--- config.mk ---
export PLATFORM = sky130hd
export DESIGN_NAME = adc16dv160_input
export DESIGN_NICKNAME = d
export VERILOG_FILES = /design/src/rtl/adc16dv160_input.sv
export SDC_FILE = /design/constraint.sdc
export NUM_CORES = 1
export LEC_CHECK = 0
export BUFFER_PORTS_ARGS = -buffer_cell sky130_fd_sc_hd__buf_4
export CAP_MARGIN = 20
export CORE_UTILIZATION = 67
export CTS_BUF_LIST = sky130_fd_sc_hd__clkbuf_4 sky130_fd_sc_hd__clkbuf_8
export CTS_CLUSTER_SIZE = 20
export DETAILED_ROUTE_END_ITERATION = 7
export GPL_ROUTABILITY_DRIVEN = 0
export PLACE_DENSITY = 0.85
export SYNTH_ARGS = -nofsm -noshare
export SYNTH_HDL_FRONTEND = slang
export SYNTH_SLANG_ARGS = --single-unit
export TNS_END_PERCENT = 5
--- constraint.sdc ---
create_clock -name m00_axis_aclk -period 10.85 [get_ports m00_axis_aclk]
set_input_delay 1.085 -clock m00_axis_aclk [delete_from_list [all_inputs] [get_ports m00_axis_aclk]]
set_output_delay 1.085 -clock m00_axis_aclk [all_outputs]
set_load 0.005 [all_outputs]
--- src/rtl/adc16dv160_input.sv ---
// adc16dv160_input
// Capture block for the ADC16DV160 data path. Deserialized 16-bit samples
// (already in the m00_axis_aclk domain) are packed in pairs into 32-bit words
// and streamed out as fixed-length AXI4-Stream packets. A capture is started
// by a synchronized rising edge on sync (real-time mode) or by CR.START.
//
// Ports:
//   m00_axis_aclk / m00_axis_areset : clock, async active-high reset
//   adc_sample[15:0], adc_sample_valid : sample input, one per valid cycle
//   sync                              : async capture trigger
//   s_axi_*                           : AXI4-Lite slave (CR 0x0, SR 0x4, DSIZE 0x8)
//   m00_axis_*                        : AXI4-Stream master (32-bit, tkeep=F, tlast)
module adc16dv160_input #(
  parameter int unsigned DSIZE_DEFAULT = 1024,
  parameter int unsigned FIFO_DEPTH    = 16
) (
  input  logic        m00_axis_aclk,
  input  logic        m00_axis_areset,
  input  logic [15:0] adc_sample,
  input  logic        adc_sample_valid,
  input  logic        sync,
  input  logic [31:0] s_axi_awaddr,
  input  logic        s_axi_awvalid,
  output logic        s_axi_awready,
  input  logic [31:0] s_axi_wdata,
  input  logic [3:0]  s_axi_wstrb,
  input  logic        s_axi_wvalid,
  output logic        s_axi_wready,
  output logic [1:0]  s_axi_bresp,
  output logic        s_axi_bvalid,
  input  logic        s_axi_bready,
  input  logic [31:0] s_axi_araddr,
  input  logic        s_axi_arvalid,
  output logic        s_axi_arready,
  output logic [31:0] s_axi_rdata,
  output logic [1:0]  s_axi_rresp,
  output logic        s_axi_rvalid,
  input  logic        s_axi_rready,
  output logic        m00_axis_tvalid,
  input  logic        m00_axis_tready,
  output logic [31:0] m00_axis_tdata,
  output logic [3:0]  m00_axis_tkeep,
  output logic        m00_axis_tlast
);

  localparam int AW = $clog2(FIFO_DEPTH);
  localparam logic [AW:0] FULL_CNT = (AW+1)'(FIFO_DEPTH);

  typedef enum logic {IDLE, CAPTURE} state_t;

  logic clk, rst;
  assign clk = m00_axis_aclk;
  assign rst = m00_axis_areset;

  // ---------------- sync synchronizer + edge detect ----------------
  logic sync_meta_q, sync_ff_q, sync_prev_q, sync_rise;
  always_ff @(posedge clk or posedge rst) begin
    if (rst) begin
      sync_meta_q <= 1'b0;
      sync_ff_q   <= 1'b0;
      sync_prev_q <= 1'b0;
    end else begin
      sync_meta_q <= sync;
      sync_ff_q   <= sync_meta_q;
      sync_prev_q <= sync_ff_q;
    end
  end
  assign sync_rise = sync_ff_q & ~sync_prev_q;

  // ---------------- registers ----------------
  logic        cr_start_q, cr_rt_q, ovf_q;
  logic [31:0] dsize_q, dsize_eff;
  state_t      state_q;
  logic        half_q;
  logic [15:0] lo_q;
  logic [31:0] wcnt_q;

  // FIFO state
  logic [32:0]   mem_q [FIFO_DEPTH];
  logic [AW-1:0] wr_ptr_q, rd_ptr_q;
  logic [AW:0]   cnt_q;
  logic          fifo_full, push, pop, drop, word_rdy, word_last, pkt_done;
  logic [32:0]   rd_word;

  assign dsize_eff = (dsize_q == 32'd0) ? 32'd1 : dsize_q;
  assign word_rdy  = (state_q == CAPTURE) && adc_sample_valid && half_q;
  assign fifo_full = (cnt_q == FULL_CNT);
  assign pop       = (cnt_q != '0) && m00_axis_tready;
  // A pop in the same cycle frees the slot, so a full FIFO can still accept.
  assign push      = word_rdy && (!fifo_full || pop);
  assign drop      = word_rdy && !push;
  assign word_last = (wcnt_q == dsize_eff - 32'd1);
  assign pkt_done  = push && word_last;

  // ---------------- AXI-Lite ----------------
  logic awready_q, bvalid_q, arready_q, rvalid_q, wr_hs, rd_hs, busy;
  logic [31:0] rdata_q, rd_mux;

  assign wr_hs = awready_q & s_axi_awvalid & s_axi_wvalid;
  assign rd_hs = arready_q & s_axi_arvalid;
  assign busy  = (state_q == CAPTURE) || (cnt_q != '0);

  always_comb begin
    rd_mux = 32'd0;
    case (s_axi_araddr[3:2])
      2'd0:    rd_mux = {29'd0, cr_rt_q, 1'b0, cr_start_q};
      2'd1:    rd_mux = {30'd0, ovf_q, busy};
      2'd2:    rd_mux = dsize_q;
      default: rd_mux = 32'd0;
    endcase
  end

  always_ff @(posedge clk or posedge rst) begin
    if (rst) begin
      awready_q <= 1'b0;
      bvalid_q  <= 1'b0;
      arready_q <= 1'b0;
      rvalid_q  <= 1'b0;
      rdata_q   <= 32'd0;
    end else begin
      awready_q <= s_axi_awvalid & s_axi_wvalid & ~awready_q & ~bvalid_q;
      if (wr_hs)
        bvalid_q <= 1'b1;
      else if (s_axi_bready)
        bvalid_q <= 1'b0;
      arready_q <= s_axi_arvalid & ~arready_q & ~rvalid_q;
      if (rd_hs) begin
        rvalid_q <= 1'b1;
        rdata_q  <= rd_mux;
      end else if (s_axi_rready) begin
        rvalid_q <= 1'b0;
      end
    end
  end

  // Control/status registers. Ordering matters: a software write of START
  // overrides the end-of-packet clear, and a drop overrides an OVF clear.
  always_ff @(posedge clk or posedge rst) begin
    if (rst) begin
      cr_start_q <= 1'b0;
      cr_rt_q    <= 1'b0;
      ovf_q      <= 1'b0;
      dsize_q    <= 32'(DSIZE_DEFAULT);
    end else begin
      if (pkt_done)
        cr_start_q <= 1'b0;
      if (wr_hs) begin
        case (s_axi_awaddr[3:2])
          2'd0: if (s_axi_wstrb[0]) begin
            cr_start_q <= s_axi_wdata[0];
            cr_rt_q    <= s_axi_wdata[2];
          end
          2'd1: if (s_axi_wstrb[0] && s_axi_wdata[1])
            ovf_q <= 1'b0;
          2'd2: for (int b = 0; b < 4; b++)
            if (s_axi_wstrb[b]) dsize_q[8*b +: 8] <= s_axi_wdata[8*b +: 8];
          default: ;
        endcase
      end
      if (drop)
        ovf_q <= 1'b1;
    end
  end

  // ---------------- capture FSM + packer ----------------
  always_ff @(posedge clk or posedge rst) begin
    if (rst) begin
      state_q <= IDLE;
      half_q  <= 1'b0;
      lo_q    <= 16'd0;
      wcnt_q  <= 32'd0;
    end else begin
      case (state_q)
        IDLE: begin
          half_q <= 1'b0;
          wcnt_q <= 32'd0;
          if ((sync_rise && cr_rt_q) || cr_start_q)
            state_q <= CAPTURE;
        end
        CAPTURE: begin
          if (adc_sample_valid) begin
            if (!half_q) lo_q <= adc_sample;
            half_q <= ~half_q;
          end
          // Drops do not advance the count, so packets stay DSIZE long.
          if (push)
            wcnt_q <= wcnt_q + 32'd1;
          if (pkt_done)
            state_q <= IDLE;
        end
        default: state_q <= IDLE;
      endcase
    end
  end

  // ---------------- output FIFO ----------------
  always_ff @(posedge clk) begin
    if (push)
      mem_q[wr_ptr_q] <= {word_last, adc_sample, lo_q};
  end

  always_ff @(posedge clk or posedge rst) begin
    if (rst) begin
      wr_ptr_q <= '0;
      rd_ptr_q <= '0;
      cnt_q    <= '0;
    end else begin
      if (push) wr_ptr_q <= wr_ptr_q + 1'b1;
      if (pop)  rd_ptr_q <= rd_ptr_q + 1'b1;
      case ({push, pop})
        2'b10:   cnt_q <= cnt_q + 1'b1;
        2'b01:   cnt_q <= cnt_q - 1'b1;
        default: ;
      endcase
    end
  end

  assign rd_word = mem_q[rd_ptr_q];

  // ---------------- outputs ----------------
  assign s_axi_awready   = awready_q;
  assign s_axi_wready    = awready_q;
  assign s_axi_bresp     = 2'b00;
  assign s_axi_bvalid    = bvalid_q;
  assign s_axi_arready   = arready_q;
  assign s_axi_rdata     = rdata_q;
  assign s_axi_rresp     = 2'b00;
  assign s_axi_rvalid    = rvalid_q;
  // Gated by tvalid so everything reads 0 while empty / in reset.
  assign m00_axis_tvalid = (cnt_q != '0);
  assign m00_axis_tdata  = m00_axis_tvalid ? rd_word[31:0] : 32'd0;
  assign m00_axis_tlast  = m00_axis_tvalid & rd_word[32];
  assign m00_axis_tkeep  = {4{m00_axis_tvalid}};

  logic unused_addr_bits;
  assign unused_addr_bits = ^{s_axi_awaddr[31:4], s_axi_awaddr[1:0],
                              s_axi_araddr[31:4], s_axi_araddr[1:0]};

endmodule

==> run summary, run 1 <==
Synthesis warning total -> 0
Post-synth top area share -> 0.583
Area Overhead vs Synth -> 13.4%
Placement Cell Area -> 28,800 um2
FILL cells -> 2,050
Ports -> 205
Worst Skew -> 0.0353 ns
Slew headroom -> 0.269
RSZ-0062 raised after global routing -> false
Post-CTS setup buffer count -> 0
Final Worst Setup Slack -> 5.54 ns
PwrDens -> 243 nW/um2
M3 GR Usage -> 0.0483
Core area -> 39,900 um2
CTS resizes -> 0
# Max-Cap Violations -> 0
Port bufs -> 140
CTS root buf -> clkbuf_8
Post-synth EDFFs -> 528
# nets final -> 1,765
Post-synthesis sequential area ratio -> 0.709
Vias in the first global route -> 15,100
Maximum VDD drop -> 120 uV
Synth Area per Inst -> 18.9 um2
Largest net degree at the start of global routing -> 72
Routed len/inst -> 27.1 um
Synth cell types -> 68
Seq cells post-synth -> 665
Grt met1 use -> 0.403
Total power draw -> 7.51 mW
Routed WL -> 60,600 um
Design Area, Final -> 30,900 um2
Layout cells sized above 1 -> 0.349
Die area -> 41,400 um2
DP HPWL -> 35,800 um
Final Hold Fails -> 0
CTS clk-pin slew, worst paths -> 0.06 ns
Syn Std Cell Area -> 27,200 um2
Met2 Resource Use GR -> 0.531
Worst slew pin tran -> 1.09 ns
DR pass1 iterations -> 5
All-Layer GR Usage -> 0.308
Die span in x -> 204 um
# clock sinks -> 665
Clock latency on the worst-skew pair -> 0.67 ns
Chip Height -> 204 um
Residual DRC -> 0
Setup tns final -> 0 ns
Post-synth top area cell -> edfxtp_1
Largest fanout on the critical path -> 16
CP Capture Type -> register
Initial antenna violation count -> 1
Row Count -> 73
Syn Inst Count -> 1,436
Leakage -> 11.1 nW
CTS max path bufs -> 3
Max-slew violation count -> 0
Crit Path Category -> reg2reg
Via density -> 6.45
Most common cell in the netlist -> edfxtp_1
Period utilisation layout -> 0.489
Diodes inserted -> 0
Starting Density -> 0.682
Outcome -> completed
Final ANT Viol Nets -> 0
Fin util -> 0.773
TritonCTS clock tree -> yes
Most instantiated cells after synthesis -> edfxtp_1, mux4_2, dfrtp_1
Hold_buf cts -> 0
DR vias -> 14,400
Drt first-iter violations -> 1,387
H-tree depth -> 3
Tmin final -> 5.31 ns
Type of the most critical hold path -> reg2reg
CP Launch Type -> register
Synth top area cells -> edfxtp_1, mux4_2, dfrtp_1
TritonCTS buffer count -> 99
Critical Path RT -> 11.15 ns
Async SR Flop Fraction -> 0.206
First-pass GRT wire length -> 92,100 um
# setup viols final -> 0
Synth Flop Type -> edfxtp_1
F_max -> 188 MHz
GR peak layer -> met2
Dpl ws -> 5.65 ns
Arrival time worst endpoint -> 5.61 ns
Total grt overflow -> 0
## registers in the layout, summed over array words and instances (netlist names), 4 cells and up
signal / cells
rd_ptr_q: 4
mem_q: 528
wr_ptr_q: 4
cnt_q: 5
dsize_q: 32
wcnt_q: 32
s_axi_rdata: 32
lo_q: 16
## worst paths after layout
kind,start,to,slack (ns),cells past startpoint
max,dsize_q[25],mem_q[14][32],5.54,11
min,sync_meta_q,sync_ff_q,0.37,0
max reg2reg,dsize_q[25],mem_q[14][32],5.54,11
min reg2reg,sync_meta_q,sync_ff_q,0.37,0
max in group asynchronous,m00_axis_areset,rd_ptr_q[1],8.87,3
min in group asynchronous,m00_axis_areset,s_axi_awready,0.53,2
## power breakdown
| group | leakage, nW | internal [mW] | switching [mW] | total, mW |
|---|---|---|---|---|
| clock | 1.08 | 1.12 | 0.921 | 2.04 |
| combinational | 3.45 | 1.10 | 0.872 | 1.97 |
| sequential | 6.55 | 3.13 | 0.365 | 3.50 |
## worst max-delay path, cell delays in order (launching register included)
cell	delay (ns)
dfrtp_1	0.48
or4_4	0.60
nor4_4	0.66
a31oi_1	0.27
ha_1	0.36
xor2_1	0.18
o21ai_0	0.10
or4b_1	0.52
a2111o_1	0.31
a2111oi_2	0.38
nand4_1	0.26
nor2_1	0.81
## through the flow
| stage | std cells | hold slack (ns) |
|---|---|---|
| after floorplan | 1439 | 0.331 |
| after global placement | 2050 | 0.370 |
| after detailed placement | 2051 | 0.368 |
| after CTS | 2233 | 0.380 |
| after global routing | 2234 | 0.375 |
| final | 2234 | 0.374 |
## cell type report
cell class                 count  area [um2]  area share
sequential                   665       19300       0.625
multi-input combinational    680        7550       0.245
clock buffer                 153        1820      0.0591
timing repair buffer         167        1270      0.0413
tap                          525         657      0.0213
clock inverter                29         195     0.00633
inverter                      15        61.3     0.00199
## routing by layer
| layer | vias up | part of all wire |
|---|---|---|
| li1 | 6116 | - |
| met1 | 7455 | 0.36 |
| met2 | 722 | 0.53 |
| met3 | 117 | 0.076 |
| met4 | 2 | 0.028 |
| met5 | - | 0.00021 |
## logic make-up (layout without fill, tap and decap cells)
logic type      after synthesis  in the layout  synth area share
flops                       665            665             0.709
mux                         229            229             0.163
buf+inv                      94            364            0.0152
compound gates               90             90            0.0253
other cells                   1              4          0.000138
fa+ha+maj                    11             11           0.00533
simple gates                273            273            0.0592
xor+xnor                     73             73            0.0235
## layout by cell type (no fill, tap or decap), drive strengths merged, types with 26 or more instances in the layout
cell / instances
edfxtp: 528
buf: 167
mux4: 165
clkbuf: 153
dfrtp: 136
and2: 70
mux2: 53
nand2: 48
xnor2: 46
a22o: 30
xor2: 27
nor2: 26
No activity file was read; power rests on OpenSTA's default activity.
==> run 2: changes to the inputs <==
--- a/config.mk
+++ b/config.mk
@@ -7,12 +7,12 @@
 export LEC_CHECK = 0
 export BUFFER_PORTS_ARGS = -buffer_cell sky130_fd_sc_hd__buf_4
 export CAP_MARGIN = 20
-export CORE_UTILIZATION = 67
+export CORE_UTILIZATION = 56
 export CTS_BUF_LIST = sky130_fd_sc_hd__clkbuf_4 sky130_fd_sc_hd__clkbuf_8
 export CTS_CLUSTER_SIZE = 20
 export DETAILED_ROUTE_END_ITERATION = 7
 export GPL_ROUTABILITY_DRIVEN = 0
-export PLACE_DENSITY = 0.85
+export PLACE_DENSITY = 0.75
 export SYNTH_ARGS = -nofsm -noshare
 export SYNTH_HDL_FRONTEND = slang
 export SYNTH_SLANG_ARGS = --single-unit
==> constraint.sdc (replaced) <==
create_clock -name m00_axis_aclk -period 4.5 [get_ports m00_axis_aclk]
set_input_delay 0.45 -clock m00_axis_aclk [delete_from_list [all_inputs] [get_ports m00_axis_aclk]]
set_output_delay 0.45 -clock m00_axis_aclk [all_outputs]
set_load 0.005 [all_outputs]
==> run summary, run 2 (synthesis gave the netlist of run 1 again) <==
Port bufs -> 140
F_max -> 237 MHz
Most frequent cells in the layout -> edfxtp_1, buf_4, mux4_2
Largest fanout on the critical path -> 16
Most flop-heavy register -> mem_q
Most common cell after layout, fill and taps aside -> edfxtp_1
Vias in the first global route -> 15,100
Finished Layout Cells -> 2,386
# Max-Cap Violations -> 0
Die area -> 49,500 um2
Design Area, Final -> 31,800 um2
Register share of total power -> 0.455
CP Capture Type -> register
Setup tns final -> 0 ns
Slew headroom -> 0.341
TritonCTS clock tree -> yes
Routed len/inst -> 24.4 um
Period utilisation layout -> 0.936
Final ANT Viol Nets -> 0
Largest net degree at the start of global routing -> 86
Worst Skew -> 0.0291 ns
Internal power -> 13.1 mW
Routed WL -> 58,300 um
Placed cells -> 2,161
CTS root buf -> clkbuf_8
Area Overhead vs Synth -> 16.9%
CTS clk-pin slew, worst paths -> 0.06 ns
Chip Height -> 222 um
CTS max path bufs -> 3
First-pass GRT wire length -> 89,000 um
Tmin final -> 4.21 ns
Total grt overflow -> 0
Final Hold Fails -> 0
All-Layer GR Usage -> 0.243
DR vias -> 14,400
Total power draw -> 18.3 mW
Max reg flops -> 528
Via density -> 6.03
WHS Path Cells -> 3
Met2 wire length -> 29,300 um
Leakage -> 11.4 nW
Die span in x -> 222 um
DP HPWL -> 34,500 um
Switch share -> 0.283
PwrDens -> 576 nW/um2
Outcome -> completed
Max-slew violation count -> 0
H-tree depth -> 3
Placement Cell Area -> 29,300 um2
Ports -> 205
# clock sinks -> 665
# setup viols final -> 0
Crit Path Category -> reg2reg
R2R depth -> 12
Residual DRC -> 0
Critical Path RT -> 5.04 ns
Core area -> 47,800 um2
CP Launch Type -> register
Clock latency on the worst-skew pair -> 0.70 ns
Arrival time worst endpoint -> 4.75 ns
Metal3 WL -> 3590 um
DR pass1 iterations -> 4
TritonCTS buffer count -> 100
Row Count -> 80
Starting Density -> 0.569
Maximum VDD drop -> 473 uV
Sw Pwr -> 5.20 mW
Initial antenna violation count -> 0
Gate power share -> 0.266
Diodes inserted -> 0
DR top layer -> met4
Clock power share -> 0.278
Met1 WL -> 24,200 um
Type of the most critical hold path -> in2reg
# nets final -> 1,826
RSZ-0062 raised after global routing -> false
Worst slew pin tran -> 0.986 ns
Drt first-iter violations -> 1,247
Layout cells sized above 1 -> 0.348
==> run 2: cell types whose count changed in the layout (fill, tap and decap cells not counted), moves of 3 or more <==
cell	change
inv_8	+3
clkbuf_4	-10
dlygate4sd3_1	+41
buf_12	+16
buf_4	+4
clkbuf_8	+7
clkinv_8	+3
==> run 2: layer usage <==
metal / up-vias / track usage
li1: 6258 / -
met1: 7533 / 0.335
met2: 516 / 0.401
met3: 91 / 0.0399
met4: 0 / 0.0770
met5: - / 0
==> run 2: worst max-delay path, stage by stage, from the launching register on <==
cell	delay [ns]
dfrtp_1	0.43
or4_4	0.52
nor4_4	0.39
a31oi_1	0.21
ha_1	0.35
xor2_1	0.18
o21ai_0	0.10
or4b_1	0.51
a2111o_1	0.34
a2111oi_2	0.36
nand4_1	0.28
nor2_1	0.18
buf_4	0.22
==> run 2: timing repair <==
item | 4_1_cts | 5_1_grt
hold buffers | 41 | 0
endpoints found under the hold margin | 79 | 0
setup buffers | 0 | 0
gates resized for setup | 0 | 1
endpoints found under the setup margin | 0 | 18
==> run 2: final cells by class <==
class / instances / area [um2]
multi-input cells: 680 / 7560
clock buffers: 150 / 1850
clock inverters: 34 / 285
well taps: 615 / 769
fillers: 3127 / 16000
flip-flops and latches: 665 / 19300
inverters: 15 / 61.3
repair buffers: 227 / 2010
==> run 2: worst paths after layout <==
kind | end | from | slack (ns)
min in group asynchronous | wcnt_q[10] | m00_axis_areset | 0.30
worst max register to register | mem_q[4][32] | dsize_q[29] | 0.29
worst min register to register | sync_ff_q | sync_meta_q | 0.36
worst min-delay path | s_axi_bvalid | s_axi_wvalid | 0.05
worst max-delay path | mem_q[4][32] | dsize_q[29] | 0.29
max in group asynchronous | rd_ptr_q[0] | m00_axis_areset | 3.15
==> run 2: per-stage QoR <==
stage	worst slack (ns)	utilization	hold slack [ns]
after floorplan	0.268	-	0.331
after CTS	0.223	0.665	0.0152
after global routing	0.0514	0.665	0.0511
after global placement	0.347	0.612	0.332
final	0.286	0.665	0.0542
after detailed placement	0.256	0.612	0.340
==> run 2: power by group through the flow <==
stage	combinational (mW)	clock, mW	sequential (mW)
3_3_place_gp	4.86	0	8.43
6_report	4.88	5.11	8.35
2_1_floorplan	3.51	0	7.99
4_1_cts	4.96	5.19	8.37
3_5_place_dp	4.92	0	8.49
5_1_grt	5.25	5.46	8.46
==> run 3: changes to the inputs <==
--- a/config.mk
+++ b/config.mk
@@ -7,12 +7,14 @@
 export LEC_CHECK = 0
 export BUFFER_PORTS_ARGS = -buffer_cell sky130_fd_sc_hd__buf_4
 export CAP_MARGIN = 20
+export CORE_MARGIN = 8
 export CORE_UTILIZATION = 56
 export CTS_BUF_LIST = sky130_fd_sc_hd__clkbuf_4 sky130_fd_sc_hd__clkbuf_8
 export CTS_CLUSTER_SIZE = 20
 export DETAILED_ROUTE_END_ITERATION = 7
 export GPL_ROUTABILITY_DRIVEN = 0
 export PLACE_DENSITY = 0.75
+export SLEW_MARGIN = 20
 export SYNTH_ARGS = -nofsm -noshare
 export SYNTH_HDL_FRONTEND = slang
 export SYNTH_SLANG_ARGS = --single-unit
==> run summary, run 3 (synthesis gave the netlist of run 1 again) <==
Worst slew pin tran -> 1.03 ns
Core area -> 47,800 um2
Period utilisation layout -> 0.940
DR pass1 iterations -> 5
Setup tns final -> 0 ns
Most flop-heavy register -> mem_q
Largest net degree at the start of global routing -> 78
FILL cells -> 3,086
PwrDens -> 582 nW/um2
Vias in the first global route -> 15,400
All-Layer GR Usage -> 0.218
Final Hold Fails -> 0
Crit Path Category -> reg2reg
Max-slew violation count -> 0
TritonCTS buffer count -> 104
CTS clk-pin slew, worst paths -> 0.06 ns
Ports -> 205
Most common cell after layout, fill and taps aside -> edfxtp_1
Fin util -> 0.665
Initial antenna violation count -> 1
R2R Path Start -> dsize_q[26]
Row Count -> 80
Met2 wire length -> 30,800 um
Maximum VDD drop -> 405 uV
Metal3 WL -> 4030 um
Diodes inserted -> 0
Drt first-iter violations -> 1,101
CP Capture Point -> mem_q[1][32]
CTS max path bufs -> 3
Met1 WL -> 24,200 um
Arrival time worst endpoint -> 4.74 ns
Outcome -> completed
Routed len/inst -> 25.2 um
CP Launch Type -> register
# clock sinks -> 665
First-pass GRT wire length -> 92,900 um
Starting Density -> 0.569
Area occupied by multi-input gates -> 7560 um2
Tmin final -> 4.23 ns
CP Capture Type -> register
Via density -> 6.07
Worst Skew -> 0.0260 ns
Chip Height -> 236 um
Area Overhead vs Synth -> 17.0%
Worst setup startpoint -> dsize_q[26]
DR vias -> 14,500
WHS -> 0.0672 ns
Residual DRC -> 0
Die span in x -> 236 um
Slew headroom -> 0.311
R2R Path End -> mem_q[1][32]
Critical Path RT -> 5.01 ns
DR top layer -> met4
Max reg flops -> 528
Final ANT Viol Nets -> 0
Most frequent cells in the layout -> edfxtp_1, buf_4, mux4_2
CTS root buf -> clkbuf_8
R2R depth -> 12
# Max-Cap Violations -> 0
H-tree depth -> 3
Die area -> 55,900 um2
Port bufs -> 140
Total grt overflow -> 0
RSZ-0062 raised after global routing -> false
# setup viols final -> 0
# nets final -> 1,827
Leakage -> 11.5 nW
DP HPWL -> 35,800 um
Placed cells -> 2,159
Seq. cell area -> 19,300 um2
Clock latency on the worst-skew pair -> 0.69 ns
Finished Layout Cells -> 2,396
F_max -> 237 MHz
Type of the most critical hold path -> in2reg
TritonCTS clock tree -> yes
Layout cells sized above 1 -> 0.350
Largest fanout on the critical path -> 16
Reg-to-reg slack, setup -> 0.27 ns
Routed WL -> 60,300 um
[run 3: area by class of cell]
type	count	area share
clock buffer	154	0.0595
sequential	665	0.606
multi-input combinational	680	0.237
clock inverter	43	0.00943
inverter	15	0.00193
timing repair buffer	224	0.0615
tap	615	0.0242
[run 3: metrics by stage]
stage	worst slack (ns)	area [um2]	total power, mW
after floorplan	0.268	27200	11.5
after global placement	0.272	29200	13.3
after detailed placement	0.315	29200	13.5
after CTS	0.281	31800	18.7
after global routing	0.0861	31800	19.4
final	0.272	31800	18.5
[run 3: critical path, stage by stage (launching register included)]
cell and delay [ns]:
dfrtp_1 0.46, or4_4 0.58, nor4_4 0.38, a31oi_1 0.19, ha_1 0.34, xor2_1 0.15, o21ai_0 0.09, or4b_1 0.50
a2111o_1 0.34, a2111oi_2 0.36, nand4_1 0.27, nor2_1 0.18, buf_4 0.22
[run 3: layer usage]
metal | vias up | track usage
li1 | 6265 | -
met1 | 7671 | 0.284
met3 | 92 | 0.0435
met5 | - | 0
met4 | 0 | 0.0637
met2 | 518 | 0.372
[run 3: where the power goes]
group	leakage, nW	switching [mW]	internal [mW]
Sequential	6.55	0.952	7.55
Clock	1.17	2.32	2.89
Combinational	3.74	2.05	2.78
Total	11.5	5.32	13.2
[run 3: worst min-delay path by stage]
stage	from	end	depth (start not counted)
6_report	adc_sample[2]	mem_q[2][18]	1
5_1_grt	adc_sample[5]	mem_q[9][21]	1
4_1_cts	adc_sample[7]	mem_q[3][23]	1
3_5_place_dp	sync_meta_q	sync_ff_q	0
3_3_place_gp	sync_meta_q	sync_ff_q	0
2_1_floorplan	sync_meta_q	sync_ff_q	0
[run 3: what timing repair did]
| action | in CTS | in global routing |
|---|---|---|
| setup endpoints to repair | 0 | 17 |
| endpoints found under the hold margin | 115 | 0 |
| buffers inserted | 0 | 0 |
| hold buffers | 40 | 0 |
| resized for setup | 0 | 1 |
